[src/rtl/fetch_unit_pkg.sv]
// Shared types and constants for the instruction fetch stage.
package fetch_unit_pkg;

  // Fetch FSM state encoding (2 bits).
  typedef enum logic [1:0] {
    FetchIdle  = 2'd0,
    FetchRun   = 2'd1,
    FetchDrain = 2'd2
  } fetch_state_e;

  // Entries in the fetch buffer; the issue rule relies on this being 2.
  localparam int unsigned FetchBufDepth = 2;

  // Room check used by the issue rule: words already owned by the stage
  // (buffered + in flight) minus the one leaving this cycle must be below depth.
  function automatic logic buf_has_room(input logic [1:0] count, input logic inflight,
                                        input logic pop);
    logic [2:0] occ;
    occ = {1'b0, count} + {2'b0, inflight} - {2'b0, pop};
    return occ < 3'(FetchBufDepth);
  endfunction

endpackage

[src/rtl/fetch_unit_buf.sv]
// Fetch buffer: 2-entry {pc, instr} FIFO with push, pop, synchronous clear and
// occupancy count. Clear wins over a same-cycle push.
module fetch_unit_buf
  import fetch_unit_pkg::*;
#(
  parameter int unsigned IW  = 12,
  parameter int unsigned IMW = 4
) (
  input  logic           clk,
  input  logic           rst,
  input  logic           push,
  input  logic [IMW-1:0] push_pc,
  input  logic [IW-1:0]  push_instr,
  input  logic           pop,
  input  logic           clear,
  output logic [IMW-1:0] head_pc,
  output logic [IW-1:0]  head_instr,
  output logic [1:0]     count
);

  logic [IW-1:0]  instr_q [FetchBufDepth];
  logic [IW-1:0]  instr_d [FetchBufDepth];
  logic [IMW-1:0] pc_q    [FetchBufDepth];
  logic [IMW-1:0] pc_d    [FetchBufDepth];
  logic           wr_ptr_q, wr_ptr_d;
  logic           rd_ptr_q, rd_ptr_d;
  logic [1:0]     count_q, count_d;

  // Next-state: write at wr_ptr, advance pointers, track occupancy.
  always_comb begin
    instr_d  = instr_q;
    pc_d     = pc_q;
    wr_ptr_d = wr_ptr_q;
    rd_ptr_d = rd_ptr_q;
    count_d  = count_q;
    if (clear) begin
      wr_ptr_d = 1'b0;
      rd_ptr_d = 1'b0;
      count_d  = 2'd0;
    end else begin
      if (push) begin
        instr_d[wr_ptr_q] = push_instr;
        pc_d[wr_ptr_q]    = push_pc;
        wr_ptr_d          = ~wr_ptr_q;
      end
      if (pop) begin
        rd_ptr_d = ~rd_ptr_q;
      end
      count_d = count_q + {1'b0, push} - {1'b0, pop};
    end
  end

  // Storage and pointer registers.
  always_ff @(posedge clk or posedge rst) begin
    if (rst) begin
      instr_q  <= '{default: '0};
      pc_q     <= '{default: '0};
      wr_ptr_q <= 1'b0;
      rd_ptr_q <= 1'b0;
      count_q  <= 2'd0;
    end else begin
      instr_q  <= instr_d;
      pc_q     <= pc_d;
      wr_ptr_q <= wr_ptr_d;
      rd_ptr_q <= rd_ptr_d;
      count_q  <= count_d;
    end
  end

  assign head_instr = instr_q[rd_ptr_q];
  assign head_pc    = pc_q[rd_ptr_q];
  assign count      = count_q;

endmodule

[src/rtl/fetch_unit.sv]
// Instruction fetch stage: drives a sync-read instruction memory, buffers the
// returned words and hands {instr, pc} to decode over valid/ready.
// Optional feature macro: FETCH_STALL_CNT_EN enables the back-pressure counter.
module fetch_unit
  import fetch_unit_pkg::*;
#(
  parameter int unsigned IW  = 12,
  parameter int unsigned IMW = 4,
  parameter int unsigned RFW = 2
) (
  input  logic           clk,
  input  logic           rst,
  input  logic           fetch_en,
  output logic           imem_rd_en,
  output logic [IMW-1:0] imem_addr,
  input  logic [IW-1:0]  imem_rdata,
  output logic           instr_valid,
  input  logic           instr_ready,
  output logic [IW-1:0]  instr_out,
  output logic [IMW-1:0] pc_out,
  input  logic           redirect_valid,
  input  logic [IMW-1:0] redirect_pc,
  output logic [15:0]    stall_cnt
);

  // Register-address width only matters to decode.
  logic [RFW-1:0] unused_rfw;
  assign unused_rfw = '0;

  fetch_state_e   state_q, state_d;
  logic [IMW-1:0] pc_q, pc_d;
  // A read issued last cycle; its data is on imem_rdata this cycle.
  logic           inflight_q, inflight_d;
  // Address of that read, tagged onto the returning word.
  logic [IMW-1:0] inflight_pc_q, inflight_pc_d;

  logic       issue;
  logic       push;
  logic       pop;
  logic [1:0] buf_count;

  assign instr_valid = (buf_count != 2'd0);
  assign pop         = instr_valid && instr_ready;
  // A redirect makes any returning word stale: it is dropped instead of pushed.
  // The queue is flushed on every redirect, whatever the FSM state.
  assign push        = inflight_q && !redirect_valid;

  // FSM state register.
  always_ff @(posedge clk or posedge rst) begin
    if (rst) begin
      state_q <= FetchIdle;
    end else begin
      state_q <= state_d;
    end
  end

  // FSM next-state logic.
  always_comb begin
    state_d = state_q;
    unique case (state_q)
      FetchIdle:  if (fetch_en) state_d = FetchRun;
      FetchRun:   if (!fetch_en) state_d = FetchDrain;
      FetchDrain: begin
        if (fetch_en) begin
          state_d = FetchRun;
        end else if (!inflight_q) begin
          state_d = FetchIdle;
        end
      end
      default:    state_d = FetchIdle;
    endcase
  end

  // FSM outputs: issue a read only in RUN, never on a redirect, and only if
  // the word will have a buffer slot when it returns.
  always_comb begin
    issue = (state_q == FetchRun) && !redirect_valid &&
            buf_has_room(buf_count, inflight_q, pop);
  end

  assign imem_rd_en = issue;
  assign imem_addr  = pc_q;

  // PC and in-flight tracking next-state.
  always_comb begin
    pc_d          = pc_q;
    inflight_d    = issue;
    inflight_pc_d = inflight_pc_q;
    if (issue) begin
      inflight_pc_d = pc_q;
    end
    if (redirect_valid) begin
      pc_d = redirect_pc;
    end else if (issue) begin
      pc_d = pc_q + IMW'(1);
    end
  end

  // PC and in-flight registers.
  always_ff @(posedge clk or posedge rst) begin
    if (rst) begin
      pc_q          <= '0;
      inflight_q    <= 1'b0;
      inflight_pc_q <= '0;
    end else begin
      pc_q          <= pc_d;
      inflight_q    <= inflight_d;
      inflight_pc_q <= inflight_pc_d;
    end
  end

  fetch_unit_buf #(
    .IW  (IW),
    .IMW (IMW)
  ) u_buf (
    .clk        (clk),
    .rst        (rst),
    .push       (push),
    .push_pc    (inflight_pc_q),
    .push_instr (imem_rdata),
    .pop        (pop),
    .clear      (redirect_valid),
    .head_pc    (pc_out),
    .head_instr (instr_out),
    .count      (buf_count)
  );

`ifdef FETCH_STALL_CNT_EN
  logic [15:0] stall_cnt_q, stall_cnt_d;

  // Count cycles where decode holds off a valid word; saturate at all-ones.
  always_comb begin
    stall_cnt_d = stall_cnt_q;
    if (instr_valid && !instr_ready && (stall_cnt_q != 16'hFFFF)) begin
      stall_cnt_d = stall_cnt_q + 16'd1;
    end
  end

  // Stall counter register, cleared only by reset.
  always_ff @(posedge clk or posedge rst) begin
    if (rst) begin
      stall_cnt_q <= 16'd0;
    end else begin
      stall_cnt_q <= stall_cnt_d;
    end
  end

  assign stall_cnt = stall_cnt_q;
`else
  assign stall_cnt = 16'd0;
`endif

endmodule
[config.mk]
export PLATFORM = sky130hd
export DESIGN_NAME = fetch_unit
export DESIGN_NICKNAME = d
export VERILOG_FILES = /design/src/rtl/fetch_unit_pkg.sv /design/src/rtl/fetch_unit_buf.sv /design/src/rtl/fetch_unit.sv
export SDC_FILE = /design/constraint.sdc
export NUM_CORES = 1
export LEC_CHECK = 0
export CAP_MARGIN = 20
export CORE_MARGIN = 5
export CORE_UTILIZATION = 49
export DETAILED_ROUTE_END_ITERATION = 16
export PLACE_DENSITY = 0.8
export SETUP_SLACK_MARGIN = 0.02
export SLEW_MARGIN = 20
export SYNTH_ARGS = -nofsm -noshare
export SYNTH_HDL_FRONTEND = slang
export SYNTH_HIERARCHICAL = 1
export SYNTH_SLANG_ARGS = --single-unit
[constraint.sdc]
create_clock -name clk -period 4.2 [get_ports clk]
set_input_delay 1.05 -clock clk [delete_from_list [all_inputs] [get_ports clk]]
set_output_delay 1.05 -clock clk [all_outputs]
set_load 0.02 [all_outputs]
==> flow_summary.ini <==
[routing]
drt-total-wl_mm = 4.121
postRouteAntennaNets = 0
drtPass1Iterations = 4
wl_per_cell_um = 14.56
drc = 0
drt_iter0_drc = 66
vias_per_cell = 5.064
vias = 1433

[clock_tree]
cts_tree = yes
clockBufferDepth = 2
clock_latency_ns = 0.29
h-tree-depth = 2
clk_pin_slew_ns = 0.08
cts_sinks = 47
postCtsHoldBufs = 0
cts_root_buf = clkbuf_8
cts-buffers-inserted = 5

[floorplanning]
core_region_area_um2 = 4692
die_w_um = 79.38
num_io_pins = 59
start_util = 0.5027
die_area_um2 = 6300
rows = 25
die_y_um = 79.38

[place]
gp_congestion = 0.8370
port_buffers = 42
dpl.hpwl_mm = 2.987
dp_slack_ns = -0.4090
dpl_cell_area_um2 = 2818

[power_and_ir_drop]
ir_drop_v = 0.0003634
power_uw = 2001
powerDensity_nw_per_um2 = 686.5
p_leak_uw = 0.001404

[cells_and_area]
nets = 254
finish.utilization = 0.6213
drive_above_1_share = 0.3406
layout_commonest_cell = mux2_2
layout_common_cells = mux2_2, dfrtp_1, clkdlybuf4s50_1, conb_1, buf_4
fillers = 381
stdcell_area_um2 = 2915
antenna_cells = 0
areaGrowthSynthToFinish_pct = 23.61

[min_path]
min_to = u_buf/instr_q[14]$_DFFE_PP0P_
min_path_cells = 1
hp-start = u_buf/instr_q[14]$_DFFE_PP0P_
hold_class = flop to flop

[sta]
hold_viol_final = 0
tns_ns = 0
slew_headroom = 0.4932
finalMaxSlewViolations = 0
fin_crit_sh = 0.9871
worst_slack_ns = 0.05419
setup_viol = 0
tightest_slew_ns = 0.7603
rsz0062_at_grt = false
max_freq_ghz = 0.2412
fin_crit_ns = 4.146
skew_ns = 0.004926

[grt]
grt.overflow.total = 0
grt_pass1_vias = 1464
antenna_found_initial = 0
grt_usage = 0.1396
grt_max_degree = 37
grt_pass1_wl_mm = 6.906

[setup_path]
r2r-start = u_buf/count[0]$_DFF_PP0_
crit_chain = clkdlybuf4s50_1, and2_1, ha_1, nand2b_4, fa_1, and4bb_2, nand2_4, inv_2, buf_6
cp-end-kind = output pin
worstPathArrival_ns = 3.10
rrSetupSlack_ns = 1.43
crit_slowest_cell = fa_1
crit_buf_inv = 3
path_delay_family = adder cells
critical_path_class = primary input to output pin
crit_fanout = 2
rr_worst_depth = 9
cp.required_ns = 3.15
max_stage_delay_ns = 0.53
r2r_end = inflight_pc_q[3]$_DFFE_PP0P_
critPathLaunchType = primary input

[synthesis]
synth_top_family_by_area = multiplexers
synth.distinct_cells = 35
postSynthAreaPerCell_um2 = 13.55
muxShareOfSynthArea = 0.2546
synth-simple-area-share = 0.08170
synth_top_cell_area_share = 0.4987
synth-compound-area-share = 0.02706
syn_area_um2 = 2359
synthTopCellsByArea = dfrtp_1, mux2_2, buf_4
synthAdderAreaFrac = 0.02971
seq_area_frac_synth = 0.4987
ys_ff_latch = 47
synthCells = 174
synth_xor_area_frac = 0.02759
ys_warn_count = 6
yosysTopAreaCell = dfrtp_1

[status]
status = completed

[job]
max_cap_viol_count = 0
how the worst max path moves through the flow:
stage	start	endpoint	cells after the start
global placement	instr_ready	imem_rd_en	9
finish	instr_ready	imem_rd_en	9
detailed placement	instr_ready	imem_rd_en	9
CTS	instr_ready	imem_rd_en	9
floorplan	instr_ready	imem_rd_en	7
global route	instr_ready	imem_rd_en	9
layout make-up:
cell class | count | area, µm² | area share
sequential | 47 | 1176 | 0.4034
multi-input combinational | 114 | 1060 | 0.3635
timing repair buffer | 53 | 504.2 | 0.1730
clock buffer | 7 | 76.32 | 0.02618
tap | 54 | 67.56 | 0.02318
inverter | 7 | 26.28 | 0.009013
clock inverter | 1 | 5.005 | 0.001717
Yosys cell counts:
master / n
a21boi_0: 1
a21oi_1: 1
a2bb2oi_1: 1
a31oi_1: 1
a41oi_1: 1
and2_1: 1
and3_1: 1
and4bb_2: 1
buf_2: 2
buf_4: 17
buf_6: 2
conb_1: 1
dfrtp_1: 47
fa_1: 1
ha_1: 4
inv_1: 7
mux2_2: 48
mux2_4: 4
nand2_1: 4
nand2_4: 1
nand2b_1: 2
nand3b_1: 2
nand3b_4: 1
nand4b_1: 2
nor2_1: 5
nor2b_1: 4
nor3b_4: 1
o211ai_1: 3
o21ai_0: 1
or2_2: 1
or4_1: 1
xnor2_1: 2
xnor2_2: 1
xnor3_1: 1
xor2_1: 1
power by group:
part / switching [µW] / internal, µW / total, µW
combinational: 422 / 587 / 1010
clock: 140 / 117 / 257
sequential: 123 / 611 / 734
stage by stage:
| step | cells | hold WS [ns] |
|---|---|---|
| floorplan | 189 | 0.4736 |
| CTS | 282 | 0.5108 |
| global route | 283 | 0.5228 |
| detailed placement | 274 | 0.4891 |
| global placement | 274 | 0.4834 |
| finish | 283 | 0.5050 |
routing by layer:
| layer | vias to the layer above | wire length (µm) | GRT usage |
|---|---|---|---|
| met5 | - | 0 | 0 |
| met4 | 0 | 41 | 0.06186 |
| met3 | 2 | 222 | 0.02596 |
| met2 | 36 | 1987 | 0.2256 |
| met1 | 714 | 1870 | 0.1830 |
| li1 | 681 | - | - |
kinds of logic after synthesis:
kind of cell / count (synthesis)
XOR/XNOR: 5
adder cells (fa/ha/maj): 5
buffers and inverters: 28
multiplexers: 52
AO/OA/AOI/OAI: 9
other: 1
AND/OR/NAND/NOR: 27
flip-flops: 47
worst reg2reg max path: stages (launching register included):
cell and delay [ns]:
dfrtp_1 0.40, or2_2 0.31, and2_1 0.18, ha_1 0.29
nand2b_4 0.14, fa_1 0.53, and4bb_2 0.29, nand2_4 0.06
buf_4 0.17, mux2_4 0.30
repair_timing:
action,CTS,global route
resized for setup,4,4
pin swaps,0,1
buffers inserted,0,1
setup endpoints to repair,1,1
flip-flops by register name, indices dropped and copies added (netlist names):
register,flops
u_buf/instr_q,24
imem_addr,4
u_buf/pc_q,8
u_buf/rd_ptr_q,1
state_q,2
u_buf/count,2
inflight_q,1
inflight_pc_q,4
u_buf/wr_ptr_q,1
No activity file was read; power rests on OpenSTA's default activity.
==> RTL edit 1, RTL diff (same flow settings) <==
Re-encode `fetch_state_e` (3 states) as one-hot, 3 bits wide.
--- a/src/rtl/fetch_unit_pkg.sv
+++ b/src/rtl/fetch_unit_pkg.sv
@@ -2,10 +2,10 @@
 package fetch_unit_pkg;
 
   // Fetch FSM state encoding (2 bits).
-  typedef enum logic [1:0] {
-    FetchIdle  = 2'd0,
-    FetchRun   = 2'd1,
-    FetchDrain = 2'd2
+  typedef enum logic [2:0] {
+    FetchIdle  = 3'b001,
+    FetchRun   = 3'b010,
+    FetchDrain = 3'b100
   } fetch_state_e;
 
   // Entries in the fetch buffer; the issue rule relies on this being 2.
Behaviour: same outputs for any inputs over 10 cycles, from zero or initial values and one cycle with rst high; not proved beyond that.
==> RTL edit 1 against the original RTL <==
  * Power decreased by 26%
  * Routed wire length fell by 3.9%
  * Highest routed layer unchanged
  * Final area rose by 0.26%
  * Synthesized area grew 0.64%
  * Setup slack improved by 110 ps
  * Sequential cell count rose by 1
  * Hold slack improved by 1.6 ps
==> RTL edit 1: results (changes against the original RTL) <==
| Metric | Value |
|---|---|
| Status | finished, final reports clean |
| Nets@finish | 253 (-0.39%) |
| Top cells by area, synth | dfrtp_1, mux2_2, buf_4, ha_1, nor3b_4 |
| DPL Wire Length | 2920 microns (-2.3%) |
| Int Pwr | 1.02 mW (-23%) |
| Signal buffers | 48 (-9.4%) |
| Slowest CP cell | clkdlybuf4s50_1 |
| Layout fillers | 376 (-1.3%) |
| Met2 Track Usage GR | 21.2% (-1.4 points) |
| Clock buf count | 6 (-1) |
| Met3 WL post-DR | 304 microns (+37%) |
| Pre-CTS WS | -400 ps (+8.92 ps) |
| GR Util All Layers | 14.0% (+0.018 points) |
| Clock Skew | 8.18 ps (+3.26 ps) |
| Delay-heaviest family, CP | buffers and inverters |
| Sequential cell count | 48 (+2.1%) |
| DR iter-0 viols | 53 (-20%) |
| ClkCell Share | 3.13% (+0.34 points) |
| Vias in the first global route | 1460 (-0.27%) |
| Met3 usage | 4.97% (+2.4 points) |
| CTS Hold Bufs | 0 (unchanged) |
| Clock slew at reported path FFs | 80 ps (about the same) |
| Post-cts sizing count | 5 (+1) |
| Comb group | 0.566 mW (-44%) |
| Multi-input gates | 117 (+2.6%) |
| Register area | 1200 sq um (+2.2%) |
| Power Total | 1.49 mW (-26%) |
| Worst IR Drop VDD | 403 uV (+11%) |
| Metal2 WL | 1830 microns (-8.0%) |
| P&R area growth vs syn | 23.1% |
| First-pass GRT wire length | 6840 microns (-1.0%) |
| Fraction of layout cells with a size suffix above 1 | 32.2% (-1.9 points) |
| Post-DP Area | 2830 sq um (+0.31%) |
| Met1 GRT Util | 18.8% (+0.53 points) |
| Post-synth top cells | mux2_2, dfrtp_1, buf_4 |
| Worst Max-Slew Pin Slew | 781 ps (+20.8 ps) |
| Sequential-to-total area share from yosys stat | 50.7% (+0.79 points) |
| DR vias/cell | 4.85 (-4.1%) |
| Synth unique cells | 33 (-5.7%) |
| Post-route insts no fill | 294 (+3.9%) |
| Clock power frac | 18.6% (+5.7 points) |
| Syn Inst Count | 178 (+2.3%) |
| Slowest stage delay, CP | 390 ps (-140 ps) |
| Largest net degree at the start of global routing | 20 (-46%) |
| Lkg Pwr | 1.43 nW (+1.5%) |
| Uppermost routed layer | met4 |
| WL met1 | 1790 microns (-4.5%) |
==> RTL edit 1: logic make-up (layout without fill, tap and decap cells) <==
group	Yosys count	count (layout)	synth area share [%]
multiplexers	53	53	25.1
other	1	16	0.158
AND/OR/NAND/NOR	27	27	8.28
adder cells (fa/ha/maj)	5	5	2.95
XOR/XNOR	7	7	3.16
AO/OA/AOI/OAI	9	9	2.16
buffers and inverters	28	62	7.54
flip-flops	48	48	50.7
==> RTL edit 1: path summary, 6_finish.rpt <==
kind                                  startpoint                 to  slack, ps  cells past startpoint
worst max register to register    u_buf/count[1]       imem_addr[3]       1370                     11
worst min-delay path            u_buf/instr_q[7]   u_buf/instr_q[7]        510                      1
max in group asynchronous                    rst  u_buf/instr_q[23]       2340                      3
worst max-delay path                 instr_ready         imem_rd_en        170                     10
worst min register to register  u_buf/instr_q[7]   u_buf/instr_q[7]        510                      1
min in group asynchronous                    rst       imem_addr[2]       1090                      2
==> RTL edit 2, RTL diff (config.mk and constraints unchanged) <==
Made on the original files. The package constant `FetchBufDepth` goes from 2 to 4.
--- a/src/rtl/fetch_unit_pkg.sv
+++ b/src/rtl/fetch_unit_pkg.sv
@@ -9,7 +9,7 @@
   } fetch_state_e;
 
   // Entries in the fetch buffer; the issue rule relies on this being 2.
-  localparam int unsigned FetchBufDepth = 2;
+  localparam int unsigned FetchBufDepth = 4;
 
   // Room check used by the issue rule: words already owned by the stage
   // (buffered + in flight) minus the one leaving this cycle must be below depth.
Formal check against the unedited RTL: not equivalent (Yosys sat finds a counterexample within 4 cycles, from zero or initial values and one cycle with rst high).
==> RTL edit 2 against the original RTL <==
  * Setup slack better by 93 ps
  * Sequential cell count stayed put
  * Final area is 2.7% lower
  * Core utilization is 1.7 points higher
  * Power is 4.7% lower
  * Maximum frequency is 2.3% higher
  * Highest routed layer unchanged
  * Synthesized area is 3.0% lower
  * Routed wire length is 5.4% lower
==> RTL edit 2: results (changes against the original RTL) <==
| Metric | Value |
|---|---|
| Status | finished, final reports clean |
| Fraction of layout cells with a size suffix above 1 | 32.0% (-2.1 points) |
| Post-synth top cells | mux2_2, dfrtp_1, buf_4 |
| DPL Wire Length | 2870 microns (-3.9%) |
| Post-DP Area | 2730 sq um (-3.0%) |
| Routability cong. | 0.703 (-16%) |
| Met2 Track Usage GR | 24.6% (+2.0 points) |
| Nets@finish | 248 (-2.4%) |
| Layout fillers | 351 (-7.9%) |
| Lkg Pwr | 1.35 nW (-4.1%) |
| Metal2 WL | 2030 microns (+2.1%) |
| Worst IR Drop VDD | 378 uV (+3.9%) |
| R2r worst-path depth | 12 (+3) |
| Slowest CP cell | clkdlybuf4s50_1 |
| Clock power frac | 16.6% (+3.7 points) |
| Insertion delay to the later sink of the worst-skew pair | 290 ps (about the same) |
| Worst reg2reg endpoint | inflight_pc_q[3] |
| First-pass GRT wire length | 6750 microns (-2.3%) |
| Sequential-to-total area share from yosys stat | 51.4% (+1.6 points) |
| Delay-heaviest family, CP | buffers and inverters |
| Met1 GRT Util | 16.6% (-1.7 points) |
| Slowest stage delay, CP | 450 ps (-80 ps) |
| Comb pwr share | 46.0% (-4.5 points) |
| Reg2reg start | u_buf/count[1] |
| Arrival time worst endpoint | 3000 ps (-100 ps) |
| Final wirelength | 3900 microns (-5.4%) |
| GR Util All Layers | 14.1% (+0.15 points) |
| R2R setup slack | 1670 ps (+240 ps) |
| Clock Skew | 7.27 ps (+2.34 ps) |
| Int Pwr | 1.28 mW (-2.5%) |
| Min Hold Slack | 486 ps (-19.4 ps) |
| Post-route insts no fill | 274 (-3.2%) |
| Relative slew slack | 51.6% (+2.3 points) |
| Top cells by area, synth | dfrtp_1, mux2_2, buf_4, ha_1, inv_1 |
| Synth unique cells | 31 (-11%) |
| Met3 WL post-DR | 199 microns (-10%) |
| TritonCTS buffer count | 5 (unchanged) |
==> RTL edit 2: changes by cell type in the layout (fill, tap and decap cells not counted), sizes merged, moves of 2 or more <==
cell,before,now
buf,12,8
clkbuf,7,5
o21ai,1,3
nor2b,4,2
o211ai,3,0
inv,7,10
nand2,5,2
or3,0,2
nand4b,2,0
==> RTL edit 2: metrics by stage <==
stage | worst slack, ps | util (%) | power [mW]
global route | 37.7 | 63.8 | 2.05
global placement | -351 | 61.5 | 1.59
detailed placement | -426 | 61.5 | 1.61
finish | 147 | 63.8 | 1.91
floorplan | 548 | - | 1.27
CTS | 45.9 | 63.8 | 1.93
==> RTL edit 2: final cells by class <==
type	count	area [sq um]	area share (%)
sequential	47	1180	41.5
inverter	10	37.5	1.32
clock inverter	2	37.5	1.32
clock buffer	5	68.8	2.43
timing repair buffer	49	470	16.6
multi-input combinational	109	981	34.6
tap	52	65.1	2.29
==> RTL edit 2: cell families after synthesis <==
logic type | share of synthesized area [%]
AO/OA/AOI/OAI | 2.68
XOR/XNOR | 2.13
adder cells (fa/ha/maj) | 2.74
buffers and inverters | 8.15
flip-flops | 51.4
multiplexers | 25.6
other | 0.164
AND/OR/NAND/NOR | 7.11
==> RTL edit 2: what timing repair did <==
item / CTS / global route
pin swaps: 1 / 1
gates resized for setup: 4 / 1
endpoints found under the setup margin: 1 / 1
==> RTL edit 2: worst min path at each step <==
stage / depth (start not counted) / to / startpoint
finish: 1 / state_q[0] / state_q[1]
global placement: 1 / state_q[0] / state_q[1]
global route: 1 / u_buf/instr_q[28] / u_buf/instr_q[28]
floorplan: 1 / state_q[0] / state_q[1]
CTS: 1 / state_q[0] / state_q[1]
detailed placement: 1 / state_q[0] / state_q[1]
